## src/rtl/csr_fetch_pkg.sv

```systemverilog
// Shared types for the CSR stream fetcher: stream tags, FSM states and the
// round-robin successor function.
package csr_fetch_pkg;

  localparam int NUM_STREAMS = 3;

  typedef enum logic [1:0] {
    VAL = 2'd0,
    COL = 2'd1,
    LEN = 2'd2
  } stream_e;

  typedef enum logic [1:0] {
    S_IDLE  = 2'd0,
    S_FETCH = 2'd1,
    S_DRAIN = 2'd2
  } state_e;

  // Round-robin order val -> col -> len -> val.
  function automatic stream_e next_stream(input stream_e s);
    case (s)
      VAL:     return COL;
      COL:     return LEN;
      default: return VAL;
    endcase
  endfunction

endpackage

```

## src/rtl/csr_stream_fetcher_fifo.sv

```systemverilog
// First-word-fall-through synchronous FIFO with occupancy output. The head
// word reads as zero whenever the FIFO is empty.
module sync_fifo_fwft #(
  parameter int DATA_W     = 8,
  parameter int FIFO_DEPTH = 16
) (
  input  logic                          clk,
  input  logic                          rst,
  input  logic                          wr_en,
  input  logic [DATA_W-1:0]             wr_data,
  input  logic                          rd_en,
  output logic [DATA_W-1:0]             rd_data,
  output logic                          valid,
  output logic [$clog2(FIFO_DEPTH):0]   count
);

  localparam int AW = $clog2(FIFO_DEPTH);
  localparam int CW = AW + 1;

  logic [DATA_W-1:0] mem [FIFO_DEPTH];
  logic [AW-1:0]     wr_ptr_q, wr_ptr_d, rd_ptr_q, rd_ptr_d;
  logic [CW-1:0]     count_q, count_d;
  logic              wr_fire, rd_fire;

  assign valid   = (count_q != '0);
  assign count   = count_q;
  assign rd_data = valid ? mem[rd_ptr_q] : '0;
  assign rd_fire = rd_en && valid;
  assign wr_fire = wr_en && ((count_q != CW'(FIFO_DEPTH)) || rd_fire);

  // Pointer and occupancy update; simultaneous push and pop leave count unchanged.
  always_comb begin
    wr_ptr_d = wr_ptr_q;
    rd_ptr_d = rd_ptr_q;
    count_d  = count_q;
    if (wr_fire) wr_ptr_d = wr_ptr_q + AW'(1);
    if (rd_fire) rd_ptr_d = rd_ptr_q + AW'(1);
    case ({wr_fire, rd_fire})
      2'b10:   count_d = count_q + CW'(1);
      2'b01:   count_d = count_q - CW'(1);
      default: count_d = count_q;
    endcase
  end

  // Control state registers.
  always_ff @(posedge clk) begin
    if (rst) begin
      wr_ptr_q <= '0;
      rd_ptr_q <= '0;
      count_q  <= '0;
    end else begin
      wr_ptr_q <= wr_ptr_d;
      rd_ptr_q <= rd_ptr_d;
      count_q  <= count_d;
    end
  end

  // Storage array; contents need no reset because count gates visibility.
  always_ff @(posedge clk) begin
    if (wr_fire) mem[wr_ptr_q] <= wr_data;
  end

endmodule

```

## src/rtl/csr_stream_fetcher.sv

```systemverilog
// Fetches the values, column-index and row-length arrays of a CSR matrix from
// a shared single-port ROM into three FWFT FIFOs, one read per cycle, with
// round-robin arbitration between the streams.
module csr_stream_fetcher
  import csr_fetch_pkg::*;
#(
  parameter int DATA_W     = 8,
  parameter int ADDR_W     = 16,
  parameter int FIFO_DEPTH = 16,
  parameter int VAL_START  = 0,
  parameter int COL_START  = 3971,
  parameter int LEN_START  = 7942,
  parameter int NNZ        = 3971,
  parameter int ROWS       = 64
) (
  input  logic              clk,
  input  logic              rst,
  input  logic              start,
  output logic [ADDR_W-1:0] rom_addr,
  input  logic [DATA_W-1:0] rom_data,
  output logic [DATA_W-1:0] val_data,
  output logic [DATA_W-1:0] col_data,
  output logic [DATA_W-1:0] len_data,
  output logic              val_valid,
  output logic              col_valid,
  output logic              len_valid,
  input  logic              val_ready,
  input  logic              col_ready,
  input  logic              len_ready,
  output logic              busy,
  output logic              done
);

  localparam int MAXC   = (NNZ > ROWS) ? NNZ : ROWS;
  localparam int CNT_W  = $clog2(MAXC + 1) + 1;
  localparam int FCNT_W = $clog2(FIFO_DEPTH) + 1;
  localparam logic [FCNT_W:0] DEPTH_L = (FCNT_W + 1)'(FIFO_DEPTH);

  function automatic logic [ADDR_W-1:0] base_of(input int s);
    case (s)
      0:       return ADDR_W'(VAL_START);
      1:       return ADDR_W'(COL_START);
      default: return ADDR_W'(LEN_START);
    endcase
  endfunction

  function automatic logic [CNT_W-1:0] total_of(input int s);
    return (s == 2) ? CNT_W'(ROWS) : CNT_W'(NNZ);
  endfunction

  state_e                   state_q, state_d;
  stream_e                  last_q, last_d, rd_tag_q, rd_tag_d, gnt, cand;
  logic                     rd_vld_q, rd_vld_d, done_q, done_d, gnt_vld;
  logic                     all_issued, all_empty;
  logic [ADDR_W-1:0]        ptr_q [NUM_STREAMS];
  logic [ADDR_W-1:0]        ptr_d [NUM_STREAMS];
  logic [CNT_W-1:0]         cnt_q [NUM_STREAMS];
  logic [CNT_W-1:0]         cnt_d [NUM_STREAMS];
  logic [DATA_W-1:0]        f_data  [NUM_STREAMS];
  logic [FCNT_W-1:0]        f_count [NUM_STREAMS];
  logic [NUM_STREAMS-1:0]   f_valid, f_wr, f_rd, f_ready, elig;
  logic [FCNT_W:0]          occ;

  assign f_ready = {len_ready, col_ready, val_ready};

  for (genvar s = 0; s < NUM_STREAMS; s++) begin : g_fifo
    assign f_wr[s] = rd_vld_q && (rd_tag_q == stream_e'(2'(s)));
    assign f_rd[s] = f_valid[s] && f_ready[s];
    sync_fifo_fwft #(.DATA_W(DATA_W), .FIFO_DEPTH(FIFO_DEPTH)) u_fifo (
      .clk     (clk),
      .rst     (rst),
      .wr_en   (f_wr[s]),
      .wr_data (rom_data),
      .rd_en   (f_rd[s]),
      .rd_data (f_data[s]),
      .valid   (f_valid[s]),
      .count   (f_count[s])
    );
  end

  assign val_data  = f_data[0];
  assign col_data  = f_data[1];
  assign len_data  = f_data[2];
  assign val_valid = f_valid[0];
  assign col_valid = f_valid[1];
  assign len_valid = f_valid[2];
  assign busy      = (state_q != S_IDLE);
  assign done      = done_q;
  assign rom_addr  = gnt_vld ? ptr_q[gnt] : '0;

  // Eligibility (space counts the returning read) and round-robin grant after last_q.
  always_comb begin
    elig       = '0;
    occ        = '0;
    gnt_vld    = 1'b0;
    gnt        = VAL;
    cand       = VAL;
    all_issued = 1'b1;
    all_empty  = 1'b1;
    for (int s = 0; s < NUM_STREAMS; s++) begin
      occ     = {1'b0, f_count[s]} + {{FCNT_W{1'b0}}, f_wr[s]};
      elig[s] = (cnt_q[s] != '0) && (occ < DEPTH_L);
      if (cnt_q[s] != '0) all_issued = 1'b0;
      if (f_valid[s])     all_empty  = 1'b0;
    end
    if (state_q == S_FETCH) begin
      cand = next_stream(last_q);
      for (int k = 0; k < NUM_STREAMS; k++) begin
        if (!gnt_vld && elig[cand]) begin
          gnt_vld = 1'b1;
          gnt     = cand;
        end
        cand = next_stream(cand);
      end
    end
  end

  // FSM next state, pointer/count bookkeeping and return-tag capture.
  always_comb begin
    state_d  = state_q;
    last_d   = last_q;
    ptr_d    = ptr_q;
    cnt_d    = cnt_q;
    rd_vld_d = 1'b0;
    rd_tag_d = rd_tag_q;
    done_d   = 1'b0;
    case (state_q)
      S_IDLE: begin
        if (start) begin
          state_d = S_FETCH;
          for (int s = 0; s < NUM_STREAMS; s++) begin
            ptr_d[s] = base_of(s);
            cnt_d[s] = total_of(s);
          end
        end
      end
      S_FETCH: begin
        if (gnt_vld) begin
          ptr_d[gnt] = ptr_q[gnt] + ADDR_W'(1);
          cnt_d[gnt] = cnt_q[gnt] - CNT_W'(1);
          last_d     = gnt;
          rd_vld_d   = 1'b1;
          rd_tag_d   = gnt;
        end
        if (all_issued && !rd_vld_q) state_d = S_DRAIN;
      end
      S_DRAIN: begin
        if (all_empty) begin
          state_d = S_IDLE;
          done_d  = 1'b1;
        end
      end
      default: state_d = S_IDLE;
    endcase
  end

  // Registered control state; reset drops any in-flight return.
  always_ff @(posedge clk) begin
    if (rst) begin
      state_q  <= S_IDLE;
      last_q   <= LEN;
      rd_vld_q <= 1'b0;
      rd_tag_q <= VAL;
      done_q   <= 1'b0;
      for (int s = 0; s < NUM_STREAMS; s++) begin
        ptr_q[s] <= '0;
        cnt_q[s] <= '0;
      end
    end else begin
      state_q  <= state_d;
      last_q   <= last_d;
      rd_vld_q <= rd_vld_d;
      rd_tag_q <= rd_tag_d;
      done_q   <= done_d;
      ptr_q    <= ptr_d;
      cnt_q    <= cnt_d;
    end
  end

endmodule
```

## config.mk

```make
export PLATFORM = sky130hd
export DESIGN_NAME = csr_stream_fetcher
export DESIGN_NICKNAME = d
export VERILOG_FILES = /design/src/rtl/csr_fetch_pkg.sv /design/src/rtl/csr_stream_fetcher_fifo.sv /design/src/rtl/csr_stream_fetcher.sv
export SDC_FILE = /design/constraint.sdc
export NUM_CORES = 1
export LEC_CHECK = 0
export CAP_MARGIN = 10
export CORE_ASPECT_RATIO = 0.75
export CORE_UTILIZATION = 60
export CTS_CLUSTER_DIAMETER = 60
export DETAILED_ROUTE_END_ITERATION = 7
export PLACE_DENSITY = 0.89
export SLEW_MARGIN = 20
export SYNTH_ARGS = -nofsm -noshare
export SYNTH_HDL_FRONTEND = slang
export SYNTH_SLANG_ARGS = --single-unit
```

## constraint.sdc

```tcl
create_clock -name clk -period 10.5 [get_ports clk]
set_input_delay 1.05 -clock clk [delete_from_list [all_inputs] [get_ports clk]]
set_output_delay 1.05 -clock clk [all_outputs]
set_load 0.1 [all_outputs]
```

=== Word level (Yosys, flattened, before mapping) ===
Memories as Yosys holds them, arrays and structs flattened. A register that Yosys moved wholly into a read port is not among the register bits.
Cells that the tools add are included.

* Register bits: 134
* Memories: 3
* Bits in read-only memories: 0
* Bits in latches: 0
* RAM bits: 384
* Input bits: 14

{| class="wikitable"
|+ Memories
! memory !! depth !! bits a word !! rd ports !! clocked after memory_dff !! wr ports !! RTL line !! text
|-
| g_fifo[0].u_fifo.mem || 16 || 8 || 1 || 1 || 1 || csr_stream_fetcher_fifo.sv:20 || <nowiki>logic [DATA_W-1:0] mem [FIFO_DEPTH];</nowiki>
|-
| g_fifo[1].u_fifo.mem || 16 || 8 || 1 || 1 || 1 || csr_stream_fetcher_fifo.sv:20 ||
|-
| g_fifo[2].u_fifo.mem || 16 || 8 || 1 || 1 || 1 || csr_stream_fetcher_fifo.sv:20 ||
|}

* Equality and inequality tests: 20
* Mux-type cells: 71
* Reductions and logical operators: 46
* Add/subtract/negate cells: 17
* Bitwise logic cells: 3
* Div/mod/pow operators: 0
* Shift operators: 0
* $lt $le $gt $ge: 8
* Multiply operators: 0

{| class="wikitable"
|+ Operators with widths
! cell !! number
|-
| $mux 48 || 2
|-
| $pmux 48 s2 || 1
|-
| $mux 39 || 2
|-
| $pmux 39 s2 || 1
|-
| $mux 16 || 4
|-
| $bwmux 48 || 1
|-
| $bwmux 39 || 1
|-
| $mux 13 || 3
|-
| $reduce_bool 13->1 || 3
|-
| $bmux 16 s2 || 1
|-
| $demux 16 s2 || 1
|-
| $pmux 5 s2 || 3
|-
| $bmux 13 s2 || 1
|-
| $demux 13 s2 || 1
|-
| $add 4x1->4 const B || 6
|-
| $mux 4 || 6
|-
| $mux 8 || 3
|-
| $mux 1 || 23
|-
| $mux 2 || 10
|-
| $logic_and 1x1->1 || 19
|-
| $add 5x1->6 || 3
|-
| $lt 6x5->1 const B || 3
|-
| $add 16x1->16 const B || 1
|-
| $eq 2x1->1 const B || 8
|-
| other kinds (23) || 58
|}

=== Depth between registers and ports, before layout ===
Gate-level depths: netlist (run 1).

* Depth after elaboration: 25
* Depth in mapped cells: 17
* Gate-level depth less buffers: 15

=== Hierarchy ===
A second synthesis (run 1) with hierarchy kept.

* Cells, all modules: 1621
* Area, all modules: 23004.6 um^2

{| class="wikitable"
|+ By module, submodules not included
! module !! instances !! area an instance (um^2) !! sequential area each (um^2) !! cells an instance
|-
| sync_fifo_fwft at g_fifo[1].u_fifo ... || 2 || 5959.5 || 4184.0 || 334
|-
| sync_fifo_fwft at g_fifo[0].u_fifo || 1 || 5973.2 || 4184.0 || 331
|-
| csr_stream_fetcher || 1 || 5112.4 || 1881.8 || 622
|}

=== Least setup slack after synthesis (run 1) ===
OpenSTA, ideal clock, no wires.

* Kind: reg-to-output
* Start: register last_q[0]
* End: output rom_addr[12]
* Cell stages (with the launch flop): 11
* Arrival time: 3988 ps
* Slack: 5462 ps
* Cells stage by stage: dfxtp_1 buf_6 nand3b_1 o21ba_2 a32o_1 buf_2 a21oi_4 buf_2 buf_2 nor3_1 nor3_1

* Word-level cells in the longest chain between the ends: 20
* Elaborated cells on any way between the ends: 37

{| class="wikitable"
|+ Ends and longest elaborated chain
! element !! RTL line !! text
|-
| start: declaration || csr_stream_fetcher.sv:52 || <nowiki>stream_e last_q, last_d, rd_tag_q, rd_tag_d, gnt, cand;</nowiki>
|-
| start signal: assignment || csr_stream_fetcher.sv:171 || <nowiki>last_q <= last_d;</nowiki>
|-
| $eq 2x1->1 / $logic_not 2->1 (equally long branches) || csr_fetch_pkg.sv:21 || <nowiki>case (s)</nowiki>
|-
| $pmux 2 s2 (*) || csr_fetch_pkg.sv:21 ||
|-
| $mux 2 (*) || csr_stream_fetcher.sv:106 || <nowiki>if (state_q == S_FETCH) begin</nowiki>
|-
| branches (longest 16 deep; another with $not 2->3) || -- ||
|-
| $mux 16 (*) || csr_stream_fetcher.sv:89 || <nowiki>assign rom_addr = gnt_vld ? ptr_q[gnt] : '0;</nowiki>
|-
| end: declaration || csr_stream_fetcher.sv:19 || <nowiki>output logic [ADDR_W-1:0] rom_addr,</nowiki>
|}

Mark *: on every way between the ends. The select of a mux whose other input is x is not followed.

=== Worst setup path after layout (run 1) ===
* Start: register cnt_q[38] (netlist name)
* End: output rom_addr[7]

* Word-level cells in the longest chain between the ends: 19
* Elaborated cells on any way between the ends: 27

{| class="wikitable"
|+ Ends and longest elaborated chain
! element !! RTL line !! text
|-
| start: declaration || csr_stream_fetcher.sv:57 || <nowiki>logic [CNT_W-1:0] cnt_q [NUM_STREAMS];</nowiki>
|-
| start signal: assignment || csr_stream_fetcher.sv:176 || <nowiki>cnt_q <= cnt_d;</nowiki>
|-
| $reduce_bool 13->1 (*) || csr_stream_fetcher.sv:102 || <nowiki>elig[s] = (cnt_q[s] != '0) && (occ < DEPTH_L);</nowiki>
|-
| $logic_and 1x1->1 (*) || csr_stream_fetcher.sv:102 ||
|-
| $bmux 1 s2 || csr_stream_fetcher.sv:109 || <nowiki>if (!gnt_vld && elig[cand]) begin</nowiki>
|-
| $mux 1 (implied by the code) || csr_stream_fetcher.sv:109 ||
|-
| $mux 1 || csr_stream_fetcher.sv:109 ||
|-
| $mux 1 || csr_stream_fetcher.sv:106 ||
|-
| $logic_not 1->1 || csr_stream_fetcher.sv:109 ||
|-
| $logic_and 1x1->1 || csr_stream_fetcher.sv:109 ||
|-
| (+2 left out) || -- ||
|-
| $logic_not 1->1 || csr_stream_fetcher.sv:109 ||
|-
| $logic_and 1x1->1 || csr_stream_fetcher.sv:109 ||
|-
| $mux 2 || csr_stream_fetcher.sv:109 ||
|-
| $mux 2 || csr_stream_fetcher.sv:106 ||
|-
| $not 2->3 (implied by the code) || csr_stream_fetcher.sv:89 ||
|-
| $bmux 16 s2 || csr_stream_fetcher.sv:89 ||
|-
| $mux 16 (implied by the code) (2 in a row) || csr_stream_fetcher.sv:89 ||
|-
| $mux 16 (*) || csr_stream_fetcher.sv:89 ||
|}

Every way passes the cells marked *; elsewhere a longest branch is shown, timed or not. The select of a mux whose other input is x is not followed.

==> flow_summary.yaml, run 1 <==
cts:
  cts-root-buf: "clkbuf_16"
  clk_pin_slew_worst_paths_ns: 0.06
  htree_levels: 2
  clkLatencyLatePin_ns: 0.58
  cts_buffer_depth: 3
  cts_sinks: 529
  cts_buffers: 49
  cts_tree: "built"
  postCtsSetupBuffers: 0
  post_cts_resized: 0
  ctsHoldBuffers: 0
drt:
  drt_iter0_markers: 2096
  avgViaCountPerCell: 6.77
  antenna_left: 0
  vias: 14215
  drtPass1Iterations: 5
  wl_per_cell_um: 25.8
  drc: 0
  routed_wl_um: 54100
logic_synthesis:
  yosys-top-cells-area: "edfxtp_1 52%, dfxtp_1 13%, mux4_2 12%"
  synth_cells: 1512
  ys_seq_area_share_pct: 64.6
  synth_top_area_cell: "edfxtp_1"
  synth_edf_count: 384
  yosysTopAreaCellShare_pct: 51.6
  syn-num-nets: 1555
  syn_area_mm2: 0.0224
  synth.distinct_cells: 76
  ys_ff_latch: 529
  synthArstFlopShare_pct: 0
  ys_warn_count: 0
  yosys_most_used_dff: "edfxtp_1"
  synth.avg_cell_area_um2: 14.8
timing:
  period_share_pct: 57.3
  worst_slew_pin_slew_ns: 1.13
  fin_crit_ns: 6.02
  max-slew-margin-rel_pct: 24.8
  rsz0062_at_grt: "false"
  fmax_ghz: 0.166
  drv_slew: 0
  fin_setup_tns_ns: 0
  fin_ws_ns: 4.48
  finalClockSkew_ns: 0.0156
  setup_viol: 0
  finalHoldViolations: 0
pwr:
  fin_total_pwr_mw: 6.24
  switching_share_pct: 36.7
  p_leak_nw: 8.01
  combPwrFrac_pct: 32.9
  ir_worst_vdd_mv: 0.294
  internal_power_mw: 3.95
  p_seq_share_pct: 38.8
  pwr-share-clk_pct: 28.2
  switchingPower_mw: 2.29
  power_density_mw_per_mm2: 250
critical_path:
  path_class: "reg -> out"
  startpoint_type: "flip-flop"
  worstSetupEndpointType: "output pin"
  cp_max_fo: 32
  worstPathArrival_ns: 4.97
  cp.required_ns: 9.45
global_route:
  grt_pass1_wl_um: 82500
  overflow: 0
  grt_antenna_before_repair: 2
  grt_max_degree: 71
  track_usage_pct: 28.9
  grt_pass1_vias: 13872
floorplanning:
  core_mm2: 0.0363
  ioPinCount: 59
  die-area_mm2: 0.0380
  die_w_um: 225
  die_h_um: 169
  initial_core_util_pct: 61.6
  rows: 60
placed_design:
  placed_cells: 2006
  numPortBuffers: 58
  hpwl_um: 33500
  place_congestion: 0.944
  dp_slack_ns: 5.21
run:
  drv_cap: 0
cells_and_area:
  final_nets: 1604
  stdcell_count: 2099
  ff_latch_area_mm2: 0.0144
  multi_input_area_mm2: 0.00748
  area_delta_synth_final_pct: 11.6
  fill_cells: 2262
  drive_gt1_share_pct: 15.9
status:
  status: "complete, no violations"
hold_path:
  hold_class: "reg -> reg"
[kinds of logic after synthesis]
group	count (synthesis)	synth area share [%]
simple gates	442	10.3
compound gates	228	7.32
mux	124	12.3
flops	529	64.6
xor+xnor	45	1.76
fa+ha+maj	29	1.72
buf+inv	115	2.02
[area by class of cell]
cell class | instances | share of cell area [%]
Clock inverter | 22 | 0.923
Inverter | 36 | 0.542
Antenna cell | 1 | 0.0100
Tap cell | 496 | 2.49
Timing Repair Buffer | 77 | 2.79
Clock buffer | 70 | 5.39
Multi-Input combinational cell | 868 | 30.0
Sequential cell | 529 | 57.9
[cell usage after synthesis (5+ instances only)]
| library cell | instances |
|---|---|
| a211oi_1 | 35 |
| ha_1 | 26 |
| nand2b_1 | 13 |
| o21ai_1 | 6 |
| xor2_1 | 29 |
| nor2b_1 | 10 |
| o22a_1 | 5 |
| o22ai_1 | 5 |
| nand4_1 | 14 |
| or3_1 | 8 |
| a211o_1 | 10 |
| nor4_2 | 6 |
| clkbuf_1 | 46 |
| edfxtp_1 | 384 |
| nand2_1 | 61 |
| o21ai_0 | 32 |
| a22oi_1 | 11 |
| nor2_1 | 141 |
| buf_2 | 10 |
| o21a_1 | 7 |
| dfxtp_1 | 145 |
| a22o_1 | 9 |
| nor4_1 | 9 |
| o311ai_1 | 7 |
| mux4_2 | 120 |
| and2_1 | 59 |
| a31oi_1 | 9 |
| a21oi_1 | 40 |
| nor3b_1 | 6 |
| inv_1 | 36 |
| nand3_1 | 31 |
| o211ai_1 | 16 |
| xnor2_1 | 16 |
| nor3_1 | 50 |
| buf_1 | 22 |
[sequential cells by signal, summed over array words and instances (netlist names), named ones only]
| signal | flops |
|---|---|
| last_q | 2 |
| g_fifo.u_fifo.mem | 384 |
| cnt_q | 39 |
| ptr_q | 48 |
| state_q | 2 |
| g_fifo.u_fifo.wr_ptr_q | 12 |
| g_fifo.u_fifo.count | 15 |
| rd_vld_q | 1 |
| rd_tag_q | 1 |
| g_fifo.u_fifo.rd_ptr_q | 12 |
| done | 1 |
[critical path, cell delays in order (launching register included)]
cell and delay, ns:
dfxtp_1 0.32, nor4_1 0.35, nand4_1 0.40, a32o_1 0.52, a21oi_4 0.61, buf_4 0.43, nor3_1 0.10, or2_2 0.38
nor2_1 0.11, clkdlybuf4s50_1 1.15
[final timing paths]
kind / start / endpoint / slack, ns / cells past startpoint
worst max-delay path: cnt_q[38] / rom_addr[7] / 4.48 / 9
worst min-delay path: ptr_q[43] / ptr_q[43] / 0.46 / 2
worst max register to register: cnt_q[38] / ptr_q[24] / 5.47 / 13
worst min register to register: ptr_q[43] / ptr_q[43] / 0.46 / 2
[per-layer routing]
| layer | global-route usage (%) | routed length, um | vias up |
|---|---|---|---|
| met5 | 0 | 0 | - |
| met4 | 7.96 | 1330 | 0 |
| met3 | 5.70 | 6010 | 119 |
| met2 | 45.9 | 25600 | 979 |
| met1 | 41.2 | 21200 | 7134 |
| li1 | - | - | 5983 |
[power groups by stage]
stage | sequential [mW] | combinational (mW) | clock, mW
final | 2.42 | 2.05 | 1.76
after global routing | 2.43 | 2.14 | 1.84
after CTS | 2.42 | 2.03 | 1.77
after detailed placement | 2.46 | 2.00 | 0
after global placement | 2.46 | 1.95 | 0
after floorplan | 2.41 | 1.55 | 0
[cell usage in the layout (no fill, tap or decap), types with 10 or more instances in the layout]
cell | synthesis | final
clkbuf_16 | 0 | 49
a211o_1 | 10 | 10
buf_4 | 0 | 20
nor2b_1 | 10 | 10
nand2b_1 | 13 | 13
nand4_1 | 14 | 14
nor2_1 | 141 | 140
a22oi_1 | 11 | 11
dfxtp_1 | 145 | 139
nor3_1 | 50 | 50
clkbuf_1 | 46 | 17
ha_1 | 26 | 26
o21ai_0 | 32 | 31
o211ai_1 | 16 | 16
xor2_1 | 29 | 29
a211oi_1 | 35 | 35
inv_1 | 36 | 36
nand2_1 | 61 | 61
nand3_1 | 31 | 31
a21oi_1 | 40 | 39
mux4_2 | 120 | 120
xnor2_1 | 16 | 16
edfxtp_1 | 384 | 384
and2_1 | 59 | 59
clkdlybuf4s50_1 | 0 | 52
[per-stage QoR]
stage          cell area (um^2)  hold slack, ns  util (%)
2_1_floorplan             22400           0.425         -
3_3_place_gp              23400           0.436      64.4
3_5_place_dp              23400           0.443      64.5
4_1_cts                   24900           0.451      68.8
5_1_grt                   24900           0.476      68.8
6_report                  24900           0.461      68.8
No activity file was read; power rests on OpenSTA's default activity.
==> run 2: changes to the inputs <==
==> constraint.sdc (replaced) <==
create_clock -name clk -period 6.19 [get_ports clk]
set_input_delay 0.619 -clock clk [delete_from_list [all_inputs] [get_ports clk]]
set_output_delay 0.619 -clock clk [all_outputs]
set_load 0.1 [all_outputs]
==> run 2 against run 1 <==
Clock skew is 0.012 ns higher; utilization rose by 0.39 points; final area increased by 0.56%; power grew 72%; largest cell class unchanged.
==> flow_summary.yaml, run 2 (synthesis results as in run 1) <==
timing:
  finalClockSkew_ns: 0.0276
  max-slew-margin-rel_pct: 20.4
  fin_setup_tns_ns: 0
  fin_crit_ns: 5.58
  period_share_pct: 90.2
  worst_slew_pin_slew_ns: 1.18
  holdWs_ns: 0.465
  fmax_ghz: 0.179
  rsz0062_at_grt: "false"
  drv_slew: 0
  setup_viol: 0
  finalHoldViolations: 0
critical_path:
  worstPathArrival_ns: 4.97
  slowest_stage: "clkdlybuf4s50_1"
  startpoint_type: "flip-flop"
  ff2ff_setup_slack_ns: 1.32
  crit_family: "buffers and inverters"
  path_buf_inv: 2
  path_class: "reg -> out"
  crit_chain: "nor4_1 -> nand4_1 -> a32o_1 -> a21oi_4 -> buf_4 -> nor3_1 -> nor3_1 -> clkdlybuf4s50_1"
  cp_common_cell: "nor3_1"
  cp.required_ns: 5.57
  cp_max_fo: 32
  worstSetupEndpointType: "output pin"
  cp_slowest_stage_delay_ns: 1.19
drt:
  routed_wl_um: 54800
  antenna_left: 0
  drtPass1Iterations: 6
  vias: 14107
  avgViaCountPerCell: 6.73
  drc: 0
  wl_per_cell_um: 26.1
  drt_iter0_markers: 1866
global_route:
  overflow: 0
  grt_pass1_wl_um: 83800
  grt_pass1_vias: 13969
  grt_max_degree: 78
  grt_antenna_before_repair: 1
  track_usage_pct: 29.4
pwr:
  p_seq_share_pct: 38.8
  power_density_mw_per_mm2: 428
  combPwrFrac_pct: 32.0
  pwr-share-clk_pct: 29.3
  switchingPower_mw: 3.87
  p_leak_nw: 8.08
  internal_power_mw: 6.87
  ir_worst_vdd_mv: 0.692
  switching_share_pct: 36.1
cts:
  cts_buffer_depth: 3
  htree_levels: 2
  cts_sinks: 529
  cts_buffers: 48
  cts-root-buf: "clkbuf_16"
  postCtsSetupBuffers: 0
  cts_tree: "built"
  clk_pin_slew_worst_paths_ns: 0.06
  post_cts_resized: 0
  ctsHoldBuffers: 0
  clkLatencyLatePin_ns: 0.58
floorplanning:
  rows: 60
  ioPinCount: 59
  die-area_mm2: 0.0380
  die_w_um: 225
  die_h_um: 169
  initial_core_util_pct: 61.6
  core_mm2: 0.0363
placed_design:
  place_congestion: 0.934
  hpwl_um: 33200
  numPortBuffers: 58
cells_and_area:
  ff_latch_area_mm2: 0.0144
  largest-register: "g_fifo.u_fifo.mem"
  multi_input_area_mm2: 0.00750
  final_nets: 1605
  drive_gt1_share_pct: 16.4
  largest_register_ff_count: 384
  area_delta_synth_final_pct: 12.2
  final_common_cell: "edfxtp_1"
  fill_cells: 2250
  mostFrequentLayoutCells: "384 x edfxtp_1, 141 x nor2_1, 139 x dfxtp_1, 120 x mux4_2, 61 x nand2_1"
  reg_top3: "g_fifo.u_fifo.mem (384), ptr_q (48), cnt_q (39)"
run:
  drv_cap: 0
hold_path:
  hold_class: "in -> reg"
status:
  status: "complete, no violations"
## run 2: changes by cell type in the layout (fill, tap and decap cells not counted), moves of 3 or more
cell and change:
buf_4 +3, clkbuf_1 -10, clkbuf_16 +6, clkbuf_8 -3
clkinv_1 +3, inv_4 +4, inv_6 -4
## run 2: metrics by stage
stage	cells	setup slack (ns)	cell area, um^2	util, %	power [mW]
5_1_grt	2096	0.478	25100	69.2	11.1
3_5_place_dp	2008	1.44	23400	64.5	7.58
3_3_place_gp	2008	1.45	23400	64.5	7.48
6_report	2096	0.606	25100	69.2	10.7
4_1_cts	2095	0.833	25100	69.1	10.7
2_1_floorplan	1512	1.58	22400	-	6.72
## run 2: final timing paths
check,start,end,cells after the start
max,cnt_q[0],rom_addr[2],8
min,rst,ptr_q[35],2
max reg2reg,cnt_q[0],ptr_q[10],12
min reg2reg,ptr_q[40],ptr_q[40],2
## run 2: layer usage
layer	wire, um	GRT usage, %
met5	0	0
met3	5590	5.16
met2	26100	47.2
met4	1460	8.81
met1	21700	41.7
## run 2: cell type report
type	instances	share of cell area (%)
multi-input cells	868	29.9
repair buffers	79	2.82
diodes	1	0.00997
flip-flops and latches	529	57.6
inverters	36	0.539
well taps	496	2.47
clock buffers	63	5.65
clock inverters	24	1.06
## run 2: worst register-to-register path, delay by kind of cell, from the launching register on
kind | cells | cell delay, ns
flip-flops | 1 | 0.32
adder cells (fa/ha/maj) | 1 | 0.15
buffers and inverters | 2 | 0.21
XOR/XNOR | 1 | 0.31
AO/OA/AOI/OAI | 4 | 1.64
AND/OR/NAND/NOR | 4 | 2.10
## run 2: power by group through the flow
stage | Combinational, mW | Sequential, mW | Clock (mW)
6_report | 3.43 | 4.17 | 3.15
5_1_grt | 3.59 | 4.19 | 3.29
4_1_cts | 3.39 | 4.16 | 3.17
3_5_place_dp | 3.34 | 4.23 | 0
3_3_place_gp | 3.25 | 4.22 | 0
2_1_floorplan | 2.62 | 4.10 | 0
==> run 3: changes to the inputs <==
--- a/config.mk
+++ b/config.mk
@@ -7,10 +7,10 @@
 export LEC_CHECK = 0
 export CAP_MARGIN = 10
 export CORE_ASPECT_RATIO = 0.75
-export CORE_UTILIZATION = 60
+export CORE_UTILIZATION = 50
 export CTS_CLUSTER_DIAMETER = 60
 export DETAILED_ROUTE_END_ITERATION = 7
-export PLACE_DENSITY = 0.89
+export PLACE_DENSITY = 0.78
 export SLEW_MARGIN = 20
 export SYNTH_ARGS = -nofsm -noshare
 export SYNTH_HDL_FRONTEND = slang
==> run 3 against run 2 <==
Largest cell class unchanged; combinational power decreased by 1%; final cell count increased by 4.2%; clock power about the same; maximum frequency is 4.1% higher; clock-buffer cell count is the same.
==> flow_summary.yaml, run 3 (synthesis results as in run 1) <==
placed_design:
  dpl_cell_area_mm2: 0.0235
  dp_slack_ns: 1.56
  placed_cells: 2090
  numPortBuffers: 58
  place_congestion: 0.920
  hpwl_um: 32300
cts:
  cts-root-buf: "clkbuf_16"
  clkLatencyLatePin_ns: 0.57
  cts_tree: "built"
  cts_sinks: 529
  cts_buffers: 51
  cts_buffer_depth: 3
  clk_pin_slew_worst_paths_ns: 0.06
  post_cts_resized: 0
  postCtsSetupBuffers: 0
  ctsHoldBuffers: 0
  htree_levels: 2
cells_and_area:
  drive_gt1_share_pct: 16.6
  mostFrequentLayoutCells: "384 x edfxtp_1, 141 x nor2_1, 140 x dfxtp_1, 120 x mux4_2, 61 x nand2_1"
  fill_cells: 3203
  largest-register: "g_fifo.u_fifo.mem"
  stdcell_count: 2184
  final_common_cell: "edfxtp_1"
  design_area_mm2: 0.0252
  reg_top3: "g_fifo.u_fifo.mem (384), ptr_q (48), cnt_q (39)"
  ff_latch_area_mm2: 0.0144
  multi_input_area_mm2: 0.00748
  area_delta_synth_final_pct: 12.5
  utilization_pct: 57.6
  largest_register_ff_count: 384
  final_nets: 1608
timing:
  fin_setup_tns_ns: 0
  max-slew-margin-rel_pct: 24.6
  fin_ws_ns: 0.828
  setup_viol: 0
  period_share_pct: 86.6
  drv_slew: 0
  fmax_ghz: 0.187
  finalClockSkew_ns: 0.0168
  fin_crit_ns: 5.36
  rsz0062_at_grt: "false"
  worst_slew_pin_slew_ns: 1.13
  holdWs_ns: 0.452
  finalHoldViolations: 0
floorplanning:
  initial_core_util_pct: 51.2
  core_mm2: 0.0437
  ioPinCount: 59
  die_w_um: 246
  rows: 66
  die_h_um: 185
  die-area_mm2: 0.0456
hold_path:
  hold_class: "reg -> reg"
critical_path:
  cp_slowest_stage_delay_ns: 1.15
  worstSetupEndpointType: "output pin"
  cp.required_ns: 5.57
  startpoint_type: "flip-flop"
  worstPathArrival_ns: 4.74
  slowest_stage: "clkdlybuf4s50_1"
  path_class: "reg -> out"
  crit_chain: "nor4_1 -> nand4_1 -> o2bb2ai_1 -> a21oi_2 -> buf_4 -> nor3_1 -> or2_2 -> nor2_1 -> clkdlybuf4s50_1"
  cp_max_fo: 12
  crit_family: "buffers and inverters"
  path_buf_inv: 2
drt:
  avgViaCountPerCell: 6.18
  vias: 13504
  antenna_left: 0
  wl_per_cell_um: 23.3
  drc: 0
  drtPass1Iterations: 7
  routed_wl_um: 51000
  drt_iter0_markers: 1664
global_route:
  grt_pass1_wl_um: 79000
  grt_pass1_vias: 13362
  overflow: 0
  track_usage_pct: 22.9
  grt_max_degree: 62
  grt_antenna_before_repair: 1
pwr:
  pwr-share-clk_pct: 29.4
  switchingPower_mw: 3.83
  p_seq_share_pct: 39.0
  fin_total_pwr_mw: 10.7
  switching_share_pct: 35.9
  ir_worst_vdd_mv: 0.599
  p_leak_nw: 8.09
  power_density_mw_per_mm2: 424
  combPwrFrac_pct: 31.6
  internal_power_mw: 6.84
status:
  status: "complete, no violations"
run:
  drv_cap: 0
[run 3: worst register-to-register path, stage by stage, from the launching register on]
cell      delay [ns]
dfxtp_1         0.32
nor4_1          0.52
nand4_1         0.27
a32o_1          0.51
a21oi_4         0.57
buf_4           0.49
o311ai_1        0.29
a211oi_1        0.76
nand3_1         0.22
xor2_1          0.24
a211oi_1        0.33
[run 3: layout make-up]
class,instances,share of cell area [%]
antenna,1,0.00995
clock buffer,63,5.50
clock inverter,30,1.18
inverter,36,0.537
multi-input combinational,868,29.7
sequential,529,57.4
tap,578,2.87
timing repair buffer,79,2.76
[run 3: routing by layer]
metal  vias up  global-route usage (%)  wire length (um)
li1       5986                       -                 -
met1      6849                    34.2             22500
met2       589                    35.0             23300
met3        80                    3.97              4280
met4         0                    5.24               852
met5         -                       0                 0
[run 3: power groups by stage]
stage	Combinational [mW]	Sequential [mW]	Clock, mW
2_1_floorplan	2.62	4.10	0
3_3_place_gp	3.27	4.23	0
3_5_place_dp	3.32	4.24	0
4_1_cts	3.35	4.17	3.18
5_1_grt	3.56	4.20	3.31
6_report	3.38	4.16	3.13
[run 3: worst paths after layout]
kind	startpoint	slack [ns]	cells after the start	to
worst max register to register	cnt_q[0]	1.55	10	cnt_q[22]
worst max-delay path	cnt_q[38]	0.83	9	rom_addr[7]
worst min register to register	ptr_q[43]	0.45	2	ptr_q[43]
worst min-delay path	ptr_q[43]	0.45	2	ptr_q[43]
